File: config.mk
export PLATFORM = sky130hd
export DESIGN_NAME = alu_scheduler_flat
export DESIGN_NICKNAME = d
export VERILOG_FILES = /design/src/rtl/alu_scheduler_if.sv /design/src/rtl/alu_scheduler.sv /design/src/flat_wrapper.sv
export SDC_FILE = /design/constraint.sdc
export NUM_CORES = 1
export LEC_CHECK = 0
export ABC_AREA = 1
export CORE_MARGIN = 5
export CORE_UTILIZATION = 41
export DETAILED_ROUTE_END_ITERATION = 10
export GPL_TIMING_DRIVEN = 0
export PLACE_DENSITY = 0.79
export RECOVER_POWER = 50
export SKIP_LAST_GASP = 1
export SLEW_MARGIN = 20
export SYNTH_ARGS = -nofsm -noshare
export SYNTH_HDL_FRONTEND = slang
export SYNTH_SLANG_ARGS = --single-unit
File: constraint.sdc
create_clock -name clk -period 1.9 [get_ports clk]
set_input_delay 0.38 -clock clk [delete_from_list [all_inputs] [get_ports clk]]
set_output_delay 0.38 -clock clk [all_outputs]
set_load 0.01 [all_outputs]
File: src/rtl/alu_scheduler_if.sv
// Bundle of request, ALU and response signals around the ALU scheduler.
// The slave modport is the scheduler's view; the master modport is the view of the front ends and the ALU.
interface alu_scheduler_if;
  logic        req0_valid;
  logic        req0_ready;
  logic [15:0] req0_a;
  logic [15:0] req0_b;
  logic [2:0]  req0_cmd;
  logic        req1_valid;
  logic        req1_ready;
  logic [15:0] req1_a;
  logic [15:0] req1_b;
  logic [2:0]  req1_cmd;
  logic [15:0] alu_a;
  logic [15:0] alu_b;
  logic [2:0]  alu_cmd;
  logic [14:0] alu_res;
  logic        resp_valid;
  logic        resp_ready;
  logic        resp_id;
  logic [14:0] resp_res;
  logic        resp_err;
  logic        busy;

  modport slave (
    input  req0_valid, req0_a, req0_b, req0_cmd,
    input  req1_valid, req1_a, req1_b, req1_cmd,
    input  alu_res, resp_ready,
    output req0_ready, req1_ready,
    output alu_a, alu_b, alu_cmd,
    output resp_valid, resp_id, resp_res, resp_err, busy
  );

  modport master (
    output req0_valid, req0_a, req0_b, req0_cmd,
    output req1_valid, req1_a, req1_b, req1_cmd,
    output alu_res, resp_ready,
    input  req0_ready, req1_ready,
    input  alu_a, alu_b, alu_cmd,
    input  resp_valid, resp_id, resp_res, resp_err, busy
  );
endinterface

File: src/rtl/alu_scheduler.sv
// Round-robin sharing of one ALU between two requesters.
// Each operation is held on the ALU for LATENCY cycles, and its result is returned with the requester ID.
//
// state | meaning
// IDLE  | waiting for a request; the grant goes to a requester
// EXEC  | operands held on the ALU; counting down to capture
// RESP  | response valid and held until resp_ready
module alu_scheduler #(
  parameter int unsigned LATENCY = 2
) (
  input logic            clk,
  input logic            reset,
  alu_scheduler_if.slave bus
);
  typedef enum logic [1:0] {IDLE, EXEC, RESP} state_e;

  state_e      state_q;
  logic        last_id_q;
  logic [3:0]  cnt_q;
  logic [15:0] alu_a_q;
  logic [15:0] alu_b_q;
  logic [2:0]  alu_cmd_q;
  logic [14:0] resp_res_q;
  logic        resp_id_q;
  logic        resp_err_q;
  logic        resp_valid_q;
  logic        busy_q;

  logic        grant_id;
  logic        accept;
  logic [15:0] sel_a;
  logic [15:0] sel_b;
  logic [2:0]  sel_cmd;
  logic        reject;

  always_comb begin
    grant_id = bus.req1_valid;
    if (bus.req0_valid && bus.req1_valid) grant_id = ~last_id_q;
    accept  = !reset && (state_q == IDLE) && (bus.req0_valid || bus.req1_valid);
    sel_a   = grant_id ? bus.req1_a   : bus.req0_a;
    sel_b   = grant_id ? bus.req1_b   : bus.req0_b;
    sel_cmd = grant_id ? bus.req1_cmd : bus.req0_cmd;
    // A divisor of zero is judged on the magnitude alone; bit 0 is the sign.
    reject  = (sel_cmd == 3'd7) ||
              (((sel_cmd == 3'd5) || (sel_cmd == 3'd6)) && (sel_b[15:1] == 15'd0));
  end

  assign bus.req0_ready = accept && !grant_id;
  assign bus.req1_ready = accept &&  grant_id;
  assign bus.alu_a      = alu_a_q;
  assign bus.alu_b      = alu_b_q;
  assign bus.alu_cmd    = alu_cmd_q;
  assign bus.resp_valid = resp_valid_q;
  assign bus.resp_id    = resp_id_q;
  assign bus.resp_res   = resp_res_q;
  assign bus.resp_err   = resp_err_q;
  assign bus.busy       = busy_q;

  always_ff @(posedge clk) begin
    if (reset) begin
      state_q      <= IDLE;
      last_id_q    <= 1'b1;
      cnt_q        <= 4'd0;
      alu_a_q      <= 16'd0;
      alu_b_q      <= 16'd0;
      alu_cmd_q    <= 3'd0;
      resp_res_q   <= 15'd0;
      resp_id_q    <= 1'b0;
      resp_err_q   <= 1'b0;
      resp_valid_q <= 1'b0;
      busy_q       <= 1'b0;
    end else begin
      case (state_q)
        IDLE: begin
          if (accept) begin
            last_id_q <= grant_id;
            resp_id_q <= grant_id;
            busy_q    <= 1'b1;
            if (reject) begin
              resp_err_q   <= 1'b1;
              resp_res_q   <= 15'd0;
              resp_valid_q <= 1'b1;
              state_q      <= RESP;
            end else begin
              alu_a_q   <= sel_a;
              alu_b_q   <= sel_b;
              alu_cmd_q <= sel_cmd;
              cnt_q     <= 4'(LATENCY - 1);
              state_q   <= EXEC;
            end
          end
        end
        EXEC: begin
          if (cnt_q == 4'd0) begin
            resp_res_q   <= bus.alu_res;
            resp_err_q   <= 1'b0;
            resp_valid_q <= 1'b1;
            state_q      <= RESP;
          end else begin
            cnt_q <= cnt_q - 4'd1;
          end
        end
        RESP: begin
          if (bus.resp_ready) begin
            resp_valid_q <= 1'b0;
            busy_q       <= 1'b0;
            state_q      <= IDLE;
          end
        end
        default: state_q <= IDLE;
      endcase
    end
  end
endmodule

File: src/flat_wrapper.sv
// flat-port wrapper written by rule: the top's interface ports become plain ports
module alu_scheduler_flat 
#(
  parameter int unsigned LATENCY = 2
)
  (clk, reset, bus_req0_valid, bus_req0_a, bus_req0_b, bus_req0_cmd, bus_req1_valid, bus_req1_a, bus_req1_b, bus_req1_cmd, bus_alu_res, bus_resp_ready, bus_req0_ready, bus_req1_ready, bus_alu_a, bus_alu_b, bus_alu_cmd, bus_resp_valid, bus_resp_id, bus_resp_res, bus_resp_err, bus_busy);
  alu_scheduler_if bus_i ();
  input logic clk;
  input logic reset;
  input wire logic [$bits(bus_i.req0_valid)-1:0] bus_req0_valid;
  input wire logic [$bits(bus_i.req0_a)-1:0] bus_req0_a;
  input wire logic [$bits(bus_i.req0_b)-1:0] bus_req0_b;
  input wire logic [$bits(bus_i.req0_cmd)-1:0] bus_req0_cmd;
  input wire logic [$bits(bus_i.req1_valid)-1:0] bus_req1_valid;
  input wire logic [$bits(bus_i.req1_a)-1:0] bus_req1_a;
  input wire logic [$bits(bus_i.req1_b)-1:0] bus_req1_b;
  input wire logic [$bits(bus_i.req1_cmd)-1:0] bus_req1_cmd;
  input wire logic [$bits(bus_i.alu_res)-1:0] bus_alu_res;
  input wire logic [$bits(bus_i.resp_ready)-1:0] bus_resp_ready;
  output wire logic [$bits(bus_i.req0_ready)-1:0] bus_req0_ready;
  output wire logic [$bits(bus_i.req1_ready)-1:0] bus_req1_ready;
  output wire logic [$bits(bus_i.alu_a)-1:0] bus_alu_a;
  output wire logic [$bits(bus_i.alu_b)-1:0] bus_alu_b;
  output wire logic [$bits(bus_i.alu_cmd)-1:0] bus_alu_cmd;
  output wire logic [$bits(bus_i.resp_valid)-1:0] bus_resp_valid;
  output wire logic [$bits(bus_i.resp_id)-1:0] bus_resp_id;
  output wire logic [$bits(bus_i.resp_res)-1:0] bus_resp_res;
  output wire logic [$bits(bus_i.resp_err)-1:0] bus_resp_err;
  output wire logic [$bits(bus_i.busy)-1:0] bus_busy;
  assign bus_i.req0_valid = bus_req0_valid;
  assign bus_i.req0_a = bus_req0_a;
  assign bus_i.req0_b = bus_req0_b;
  assign bus_i.req0_cmd = bus_req0_cmd;
  assign bus_i.req1_valid = bus_req1_valid;
  assign bus_i.req1_a = bus_req1_a;
  assign bus_i.req1_b = bus_req1_b;
  assign bus_i.req1_cmd = bus_req1_cmd;
  assign bus_i.alu_res = bus_alu_res;
  assign bus_i.resp_ready = bus_resp_ready;
  assign bus_req0_ready = bus_i.req0_ready;
  assign bus_req1_ready = bus_i.req1_ready;
  assign bus_alu_a = bus_i.alu_a;
  assign bus_alu_b = bus_i.alu_b;
  assign bus_alu_cmd = bus_i.alu_cmd;
  assign bus_resp_valid = bus_i.resp_valid;
  assign bus_resp_id = bus_i.resp_id;
  assign bus_resp_res = bus_i.resp_res;
  assign bus_resp_err = bus_i.resp_err;
  assign bus_busy = bus_i.busy;
  alu_scheduler #(.LATENCY(LATENCY)) u_core (.clk(clk), .reset(reset), .bus(bus_i));
endmodule
== Yosys cells after proc, flatten, opt, wreduce, memory -nomap -nowiden ==
Index checks and enable logic that the tools add are counted.

* Input bits: 90
* Bits in latches: 0
* Register bits after elaboration: 61
* Word-level logic and storage cells: 75
* Memories kept: 0
* Output and inout port bits: 56
* Bits in read-only memories: 0
* Memory bits (writable): 0

* Muxes and demuxes: 26
* $mul: 0
* Bitwise operators: 2
* Div/mod/pow operators: 0
* Add/sub/neg operators: 1
* Shift-type cells: 0
* Eq/ne operators: 11
* Reduce and logical (&&, ||, !) cells: 24
* Magnitude comparators: 0

{| class="wikitable"
|+ Operators by type and width
! kind !! count
|-
| 15-bit two-way mux || 3
|-
| 16-bit two-way mux || 2
|-
| 15-bit case mux with 2 select lines || 1
|-
| 15-bit logical NOT || 1
|-
| 4-bit two-way mux || 3
|-
| 3-bit equality test, second input constant || 3
|-
| 3-bit AND reduction || 3
|-
| 2-bit two-way mux || 4
|-
| 4-bit case mux with 2 select lines || 1
|-
| 4-bit AND reduction || 2
|-
| 1-bit two-way mux || 7
|-
| 1-bit logical AND || 6
|-
| 2-bit by 1-bit inequality test with 1-bit output, second input constant || 3
|-
| 2-bit inequality test, second input constant || 3
|-
| 2-bit case mux with 3 select lines || 1
|-
| 5-bit AND reduction || 1
|-
| 4-bit logical NOT || 1
|-
| 1-bit case mux with 2 select lines || 2
|-
| 2-bit nonzero test || 2
|-
| 4-bit by 1-bit subtractor with 4-bit output, second input constant || 1
|-
| 1-bit logical OR || 3
|-
| 3-bit two-way mux || 1
|-
| 1-bit case mux with 3 select lines || 1
|-
| 3-bit nonzero test || 1
|-
| other kinds (6) || 8
|}

== Longest topological paths before layout ==
* Word-level depth: 10
* Depth in mapped cells: 15
* Gate-level depth less buffers: 13

== Worst setup path before layout ==
No wires, ideal clock.

* Kind: input port to flip-flop
* Start point: input port bus_req1_valid
* End point: register u_core.resp_res_q[1] (netlist: u_core.bus.resp_res[1])
* Data arrival time: 1.687 ns
* Setup slack: 0.151 ns
* Cell stages on the path: 14
* Buffers on the path: 3
* Data required time: 1.838 ns
* Path through: buf_4 nand2_4 buf_6 nand2_1 o21ai_1 nand3_1 nor2_1 nand3_2 nand3_4 nand2_4 inv_4 buf_8 nor2_2 nor2_2

* Word-level cells in the longest chain between the ends: 9
* Elaborated cells on any way between the ends: 16
* Classes of those cells: 5 x eq/ne; 3 x mux; 8 x reduce/logical

{| class="wikitable"
|+ RTL lines
! element !! RTL line !! RTL
|-
| from (decl) || flat_wrapper.sv:14 || <nowiki>input wire logic [$bits(bus_i.req1_valid)-1:0] bus_req1_valid;</nowiki>
|-
| 1-bit logical AND || alu_scheduler.sv:38 || <nowiki>if (bus.req0_valid && bus.req1_valid) grant_id = ~last_id_q;</nowiki>
|-
| 1-bit two-way mux || alu_scheduler.sv:38 ||
|-
| 3-bit two-way mux || alu_scheduler.sv:42 || <nowiki>sel_cmd = grant_id ? bus.req1_cmd : bus.req0_cmd;</nowiki>
|-
| 3-bit equality test || alu_scheduler.sv:45 || <nowiki>(((sel_cmd == 3'd5) || (sel_cmd == 3'd6)) && (sel_b[15:1] == 15'd0));</nowiki>
|-
| 1-bit logical OR || alu_scheduler.sv:45 ||
|-
| 1-bit logical AND || alu_scheduler.sv:45 ||
|-
| 1-bit logical OR || alu_scheduler.sv:44 || <nowiki>reject = (sel_cmd == 3'd7) ||</nowiki>
|-
| 2-bit by 1-bit inequality test with 1-bit output (no line) || -- ||
|-
| 4-bit AND reduction (no line) (*) || -- ||
|-
| to (signal assigned) || alu_scheduler.sv:95 || <nowiki>resp_res_q <= bus.alu_res;</nowiki>
|-
| to (decl) || alu_scheduler.sv:23 || <nowiki>logic [14:0] resp_res_q;</nowiki>
|}

Every way passes the cells marked *; elsewhere a longest branch is shown, timed or not.
A chain may end at the register's enable or synchronous reset.

== Worst setup path in the final report ==
* Start point: register u_core.last_id_q
* End point: register u_core.resp_res_q[8] (netlist: u_core.bus.resp_res[8])

* Word-level cells in the longest chain between the ends: 9
* Elaborated cells on any way between the ends: 13
* Classes of those cells: 4 x eq/ne; 3 x mux; 1 x bitwise; 5 x reduce/logical

{| class="wikitable"
|+ RTL lines
! element !! RTL line !! RTL
|-
| from (decl) || alu_scheduler.sv:18 || <nowiki>logic last_id_q;</nowiki>
|-
| from (signal assigned) || alu_scheduler.sv:76 || <nowiki>last_id_q <= grant_id;</nowiki>
|-
| 1-bit inverter (*) || alu_scheduler.sv:38 ||
|-
| 1-bit two-way mux (*) || alu_scheduler.sv:38 ||
|-
| 3-bit two-way mux || alu_scheduler.sv:42 ||
|-
| 3-bit equality test || alu_scheduler.sv:45 ||
|-
| 1-bit logical OR || alu_scheduler.sv:45 ||
|-
| 1-bit logical AND || alu_scheduler.sv:45 ||
|-
| 1-bit logical OR (*) || alu_scheduler.sv:44 ||
|-
| 2-bit by 1-bit inequality test with 1-bit output (no line) (*) || -- ||
|-
| 4-bit AND reduction (no line) (*) || -- ||
|}

Marked as above.

==> impl_results.html <==
<table>
<tr><th>Metric</th><th>Value</th></tr>
<tr><th colspan="2">Worst setup path</th></tr>
<tr><td>Largest driver fanout on the critical path</td><td>7</td></tr>
<tr><td>Crit end category</td><td>register</td></tr>
<tr><td>Nature of the critical path startpoint</td><td>register</td></tr>
<tr><td>Master of the slowest instance on the critical path</td><td>sky130_fd_sc_hd__dfxtp_2</td></tr>
<tr><td>CP cell instances</td><td>nand2_4 -&gt; buf_6 -&gt; buf_6 -&gt; nand3_1 -&gt; nand2_1 -&gt; nor2_1 -&gt; nand2_1 -&gt; nor2_2 -&gt; nand3_2 -&gt; nand3_4 -&gt; nand2_4 -&gt; inv_8 -&gt; clkbuf_16 -&gt; nor2_2 -&gt; nor2_2</td></tr>
<tr><td>Data required time at the worst endpoint</td><td>roughly 2200 ps</td></tr>
<tr><td>Buffers &amp; Inverters on Critical Path</td><td>4</td></tr>
<tr><td>Type of the worst setup path</td><td>reg2reg</td></tr>
<tr><td>Worst path arrival time</td><td>2260 ps</td></tr>
<tr><td>Cell type group with the largest total delay on the critical path</td><td>simple AND/OR/NAND/NOR gates</td></tr>
<tr><td>Most common cell type on the critical path</td><td>sky130_fd_sc_hd__nor2_2</td></tr>
<tr><td>Critical path's largest stage delay</td><td>around 360 ps</td></tr>
<tr><th colspan="2">Timing</th></tr>
<tr><td>Timing-limited maximum frequency</td><td>slightly above 500 MHz</td></tr>
<tr><td>Portion of the clock cycle consumed by the worst path in the final layout</td><td>1.04</td></tr>
<tr><td>Worst relative slew slack</td><td>0.652</td></tr>
<tr><td>Worst Hold Margin</td><td>~460 ps</td></tr>
<tr><td>Unrepaired setup endpoints after global routing</td><td>yes</td></tr>
<tr><td>Hold Violations, Final</td><td>0</td></tr>
<tr><td>Total setup violations reported at the end of the flow</td><td>between 40 and 50</td></tr>
<tr><td>Clock tree skew after final layout</td><td>a little under 7 ps</td></tr>
<tr><td>Setup slack of the critical path after layout</td><td>-84.1 ps</td></tr>
<tr><td>Max Slew Vio Count</td><td>0</td></tr>
<tr><td>Actual slew at the worst max-slew pin</td><td>approximately 520 ps</td></tr>
<tr><td>Final Critical Period</td><td>1980 ps</td></tr>
<tr><th colspan="2">Yosys</th></tr>
<tr><td>Post-synthesis cell type count</td><td>28</td></tr>
<tr><td>Cell area after synthesis</td><td>about 0.0031 mm^2</td></tr>
<tr><td>Sequential area share after synthesis</td><td>0.397</td></tr>
<tr><td>Number of enable flip-flop cells after synthesis</td><td>0</td></tr>
<tr><td>Dominant synthesized flop cell</td><td>sky130_fd_sc_hd__dfxtp_1</td></tr>
<tr><td>Most used standard cells in the synthesized netlist</td><td>sky130_fd_sc_hd__nand2_1, sky130_fd_sc_hd__dfxtp_1, sky130_fd_sc_hd__nand3_1</td></tr>
<tr><td>Number of synthesized register bits</td><td>between 60 and 70</td></tr>
<tr><td>Leading area contributor after synthesis</td><td>sky130_fd_sc_hd__dfxtp_1</td></tr>
<tr><td>Mapped Cells</td><td>approximately 470</td></tr>
<tr><td>Net Count, Synth</td><td>~560</td></tr>
<tr><td>Share of the synthesized area in the top cell type</td><td>0.397</td></tr>
<tr><td>Leading post-synthesis cells by cell area</td><td>sky130_fd_sc_hd__dfxtp_1, sky130_fd_sc_hd__nand2_1, sky130_fd_sc_hd__nand3_1, sky130_fd_sc_hd__a21oi_1, sky130_fd_sc_hd__nor2_2</td></tr>
<tr><td>Total of warnings raised by yosys</td><td>0</td></tr>
<tr><td>Mean cell area of the mapped netlist</td><td>6.60 um^2</td></tr>
<tr><td>Most instantiated library cell after synthesis</td><td>sky130_fd_sc_hd__nand2_1</td></tr>
<tr><td>Fraction of synthesis flops using an asynchronous set or reset pin</td><td>0</td></tr>
<tr><th colspan="2">Pwr</th></tr>
<tr><td>Pwr Density</td><td>873 mW/mm^2</td></tr>
<tr><td>Leakage power</td><td>0.00244 uW</td></tr>
<tr><td>Switching share of power</td><td>0.309</td></tr>
<tr><td>Sequential cell fraction of total power</td><td>0.336</td></tr>
<tr><td>Power share of the clock group</td><td>0.298</td></tr>
<tr><td>Maximum ir drop on the vdd rail</td><td>between 0.4 and 0.5 mV</td></tr>
<tr><td>Switching component of the power</td><td>1440 uW</td></tr>
<tr><td>Internal power contribution</td><td>3220 uW</td></tr>
<tr><td>Logic pwr share</td><td>0.366</td></tr>
<tr><th colspan="2">Placement</th></tr>
<tr><td>Final HPWL DP</td><td>around 7300 um</td></tr>
<tr><td>Post-place instance area</td><td>approximately 0.0046 mm^2</td></tr>
<tr><td>Dpl cells</td><td>~710</td></tr>
<tr><td>Weighted congestion reported at the end of routability-driven placement</td><td>about 0.79</td></tr>
<tr><td>Post-placement setup slack</td><td>-957 ps</td></tr>
<tr><td>IO Port Bufs</td><td>about 140</td></tr>
<tr><th colspan="2">Final layout</th></tr>
<tr><td>Area growth from synthesis to layout</td><td>73.3%</td></tr>
<tr><td>Share of final-layout standard cells stronger than drive strength 1</td><td>0.197</td></tr>
<tr><td>Net count, final</td><td>between 700 and 800</td></tr>
<tr><td>Post-Layout Inst Area</td><td>approximately 0.0053 mm^2</td></tr>
<tr><td>Count of filler cells inserted in the layout</td><td>approximately 600</td></tr>
<tr><td>Utilization of the core after routing</td><td>0.731</td></tr>
<tr><td>Final instance count without filler cells</td><td>around 750</td></tr>
<tr><td>Area used by sequential logic in the layout</td><td>around 0.0012 mm^2</td></tr>
<tr><td>Total area of multi-input combinational cells</td><td>around 0.0017 mm^2</td></tr>
<tr><td>Ant. Diodes</td><td>0</td></tr>
<tr><th colspan="2">Die</th></tr>
<tr><td>Total die area</td><td>roughly 0.0093 mm^2</td></tr>
<tr><td>I/O pin total</td><td>146</td></tr>
<tr><td>Die height</td><td>~97 um</td></tr>
<tr><td>Effective utilization at floorplan</td><td>0.422</td></tr>
<tr><td>Die X-Extent</td><td>96.6 um</td></tr>
<tr><td>Standard-cell rows</td><td>31</td></tr>
<tr><td>Placeable core area</td><td>roughly 0.0073 mm^2</td></tr>
<tr><th colspan="2">Run</th></tr>
<tr><td>Reported max-cap violation count</td><td>0</td></tr>
<tr><th colspan="2">Clock tree</th></tr>
<tr><td>Latest clock arrival within the worst-skew pair</td><td>between 300 and 400 ps</td></tr>
<tr><td>Clock slew at the register clock pins of the worst setup and hold paths</td><td>around 70 ps</td></tr>
<tr><td>Number of clock sinks seen by CTS</td><td>61</td></tr>
<tr><td>Maximum number of buffers from clock root to sink</td><td>2</td></tr>
<tr><td>Inserted Clock Buffers</td><td>9</td></tr>
<tr><td>H-tree depth</td><td>3</td></tr>
<tr><td>CTS tree</td><td>done</td></tr>
<tr><td>Hold-fix buffers at CTS</td><td>0</td></tr>
<tr><td>Root Driver</td><td>sky130_fd_sc_hd__clkbuf_8</td></tr>
<tr><th colspan="2">Drt</th></tr>
<tr><td>Antenna-violating nets left</td><td>0</td></tr>
<tr><td>Total detailed-routing wirelength</td><td>approximately 11000 um</td></tr>
<tr><td>Total number of vias</td><td>~3700</td></tr>
<tr><td>Starting DRT DRC Count</td><td>107</td></tr>
<tr><td>Post-detailed-route via-to-cell ratio</td><td>between 4 and 5</td></tr>
<tr><td>Initial DRT Pass Iterations</td><td>4</td></tr>
<tr><td>Number of remaining DRC errors</td><td>0</td></tr>
<tr><td>Routed wirelength normalized by instance count</td><td>approximately 14 um</td></tr>
<tr><th colspan="2">GRT</th></tr>
<tr><td>Largest net degree at the start of global routing</td><td>11</td></tr>
<tr><td>GR Util All Layers</td><td>0.209</td></tr>
<tr><td>Overflow left after global routing</td><td>0</td></tr>
<tr><td>Wire length of the first global-routing pass</td><td>16500 um</td></tr>
<tr><td>Number of antenna violations at the first check in global routing</td><td>0</td></tr>
<tr><td>Via count of the first global-routing pass</td><td>3455</td></tr>
<tr><th colspan="2">Run status</th></tr>
<tr><td>Violations in the final reports</td><td>negative setup slack</td></tr>
<tr><td>Outcome</td><td>finished, violations left</td></tr>
<tr><th colspan="2">Hold path</th></tr>
<tr><td>Worst hold path class</td><td>reg2reg</td></tr>
</table>
## layer usage
| layer | up-vias | GRT usage | part of all wire |
|---|---|---|---|
| met5 | - | 0 | 0 |
| met4 | 0 | 0.0626 | 0.016 |
| met2 | 150 | 0.363 | 0.51 |
| li1 | 1850 | - | - |
| met1 | 1660 | 0.246 | 0.40 |
| met3 | 21 | 0.0640 | 0.075 |
## repair_timing
| action | 4_1_cts | 5_1_grt |
|---|---|---|
| setup endpoints to repair | 60 | 60 |
| pin swaps | 13 | 15 |
| buffers inserted | 19 | 7 |
| resized for setup | 46 | 32 |
| cloned | 2 | 1 |
| hold endpoints to repair | 0 | 0 |
## layout by cell type (no fill, tap or decap), drive strengths merged, types with 19 or more instances in the layout
cell type      synthesis  layout
inv                   19      19
nor2                  52      52
nand2                203     203
dfxtp                 61      61
clkdlybuf4s50          0     114
buf                   19      50
dlygate4sd3            0      27
clkbuf                 8      21
a21oi                 27      27
nand3                 57      57
## sequential cells by signal, indices dropped and copies added, names as in the netlist
name	cells
u_core.bus.alu_a	16
u_core.bus.alu_b	16
u_core.bus.alu_cmd	3
u_core.bus.busy	1
u_core.bus.resp_err	1
u_core.bus.resp_id	1
u_core.bus.resp_res	15
u_core.bus.resp_valid	1
u_core.cnt_q	4
u_core.last_id_q	1
u_core.state_q	2
## final timing paths
| check | startpoint | to | slack (ps) | cells after the start |
|---|---|---|---|---|
| max reg2reg | u_core.last_id_q | u_core.bus.resp_res[8] | -80 | 15 |
| min reg2reg | u_core.bus.alu_a[7] | u_core.bus.alu_a[7] | 460 | 2 |
| min | u_core.bus.alu_a[7] | u_core.bus.alu_a[7] | 460 | 2 |
| max | u_core.last_id_q | u_core.bus.resp_res[8] | -80 | 15 |
## logic make-up after synthesis
group | synth area share
and+or+nand+nor | 0.445
DFF | 0.397
buffers and inverters | 0.0817
AOI/OAI and AO/OA | 0.0655
adders and majority gates | 0.00813
xor gates and xnor gates | 0.00285
## worst min-delay path, stage by stage, from the launching register on
cell and delay, ps:
sky130_fd_sc_hd__dfxtp_1 310, sky130_fd_sc_hd__nand2_1 60, sky130_fd_sc_hd__a21oi_1 50
## metrics by stage
stage	setup TNS, ps	power, uW
floorplan	0	2370
global placement	-37660	3010
detailed placement	-39080	3040
CTS	-617	4550
global route	-8930	4900
finish	-1470	4660
## power by group through the flow
stage	Combinational, uW	Sequential, uW	Clock [uW]
after floorplan	720	1650	0
after global placement	1430	1580	0
after detailed placement	1450	1590	0
after CTS	1590	1560	1390
after global routing	1850	1580	1460
final	1710	1560	1390
## cell type report
type	instances	area share
Buffer	27	0.0462
Clock inverter	3	0.0122
Multi-Input combinational cell	359	0.323
Inverter	19	0.0148
Sequential cell	61	0.230
Timing Repair Buffer	173	0.317
Clock buffer	13	0.0336
Tap cell	99	0.0232
No activity file was read; power rests on OpenSTA's default activity.
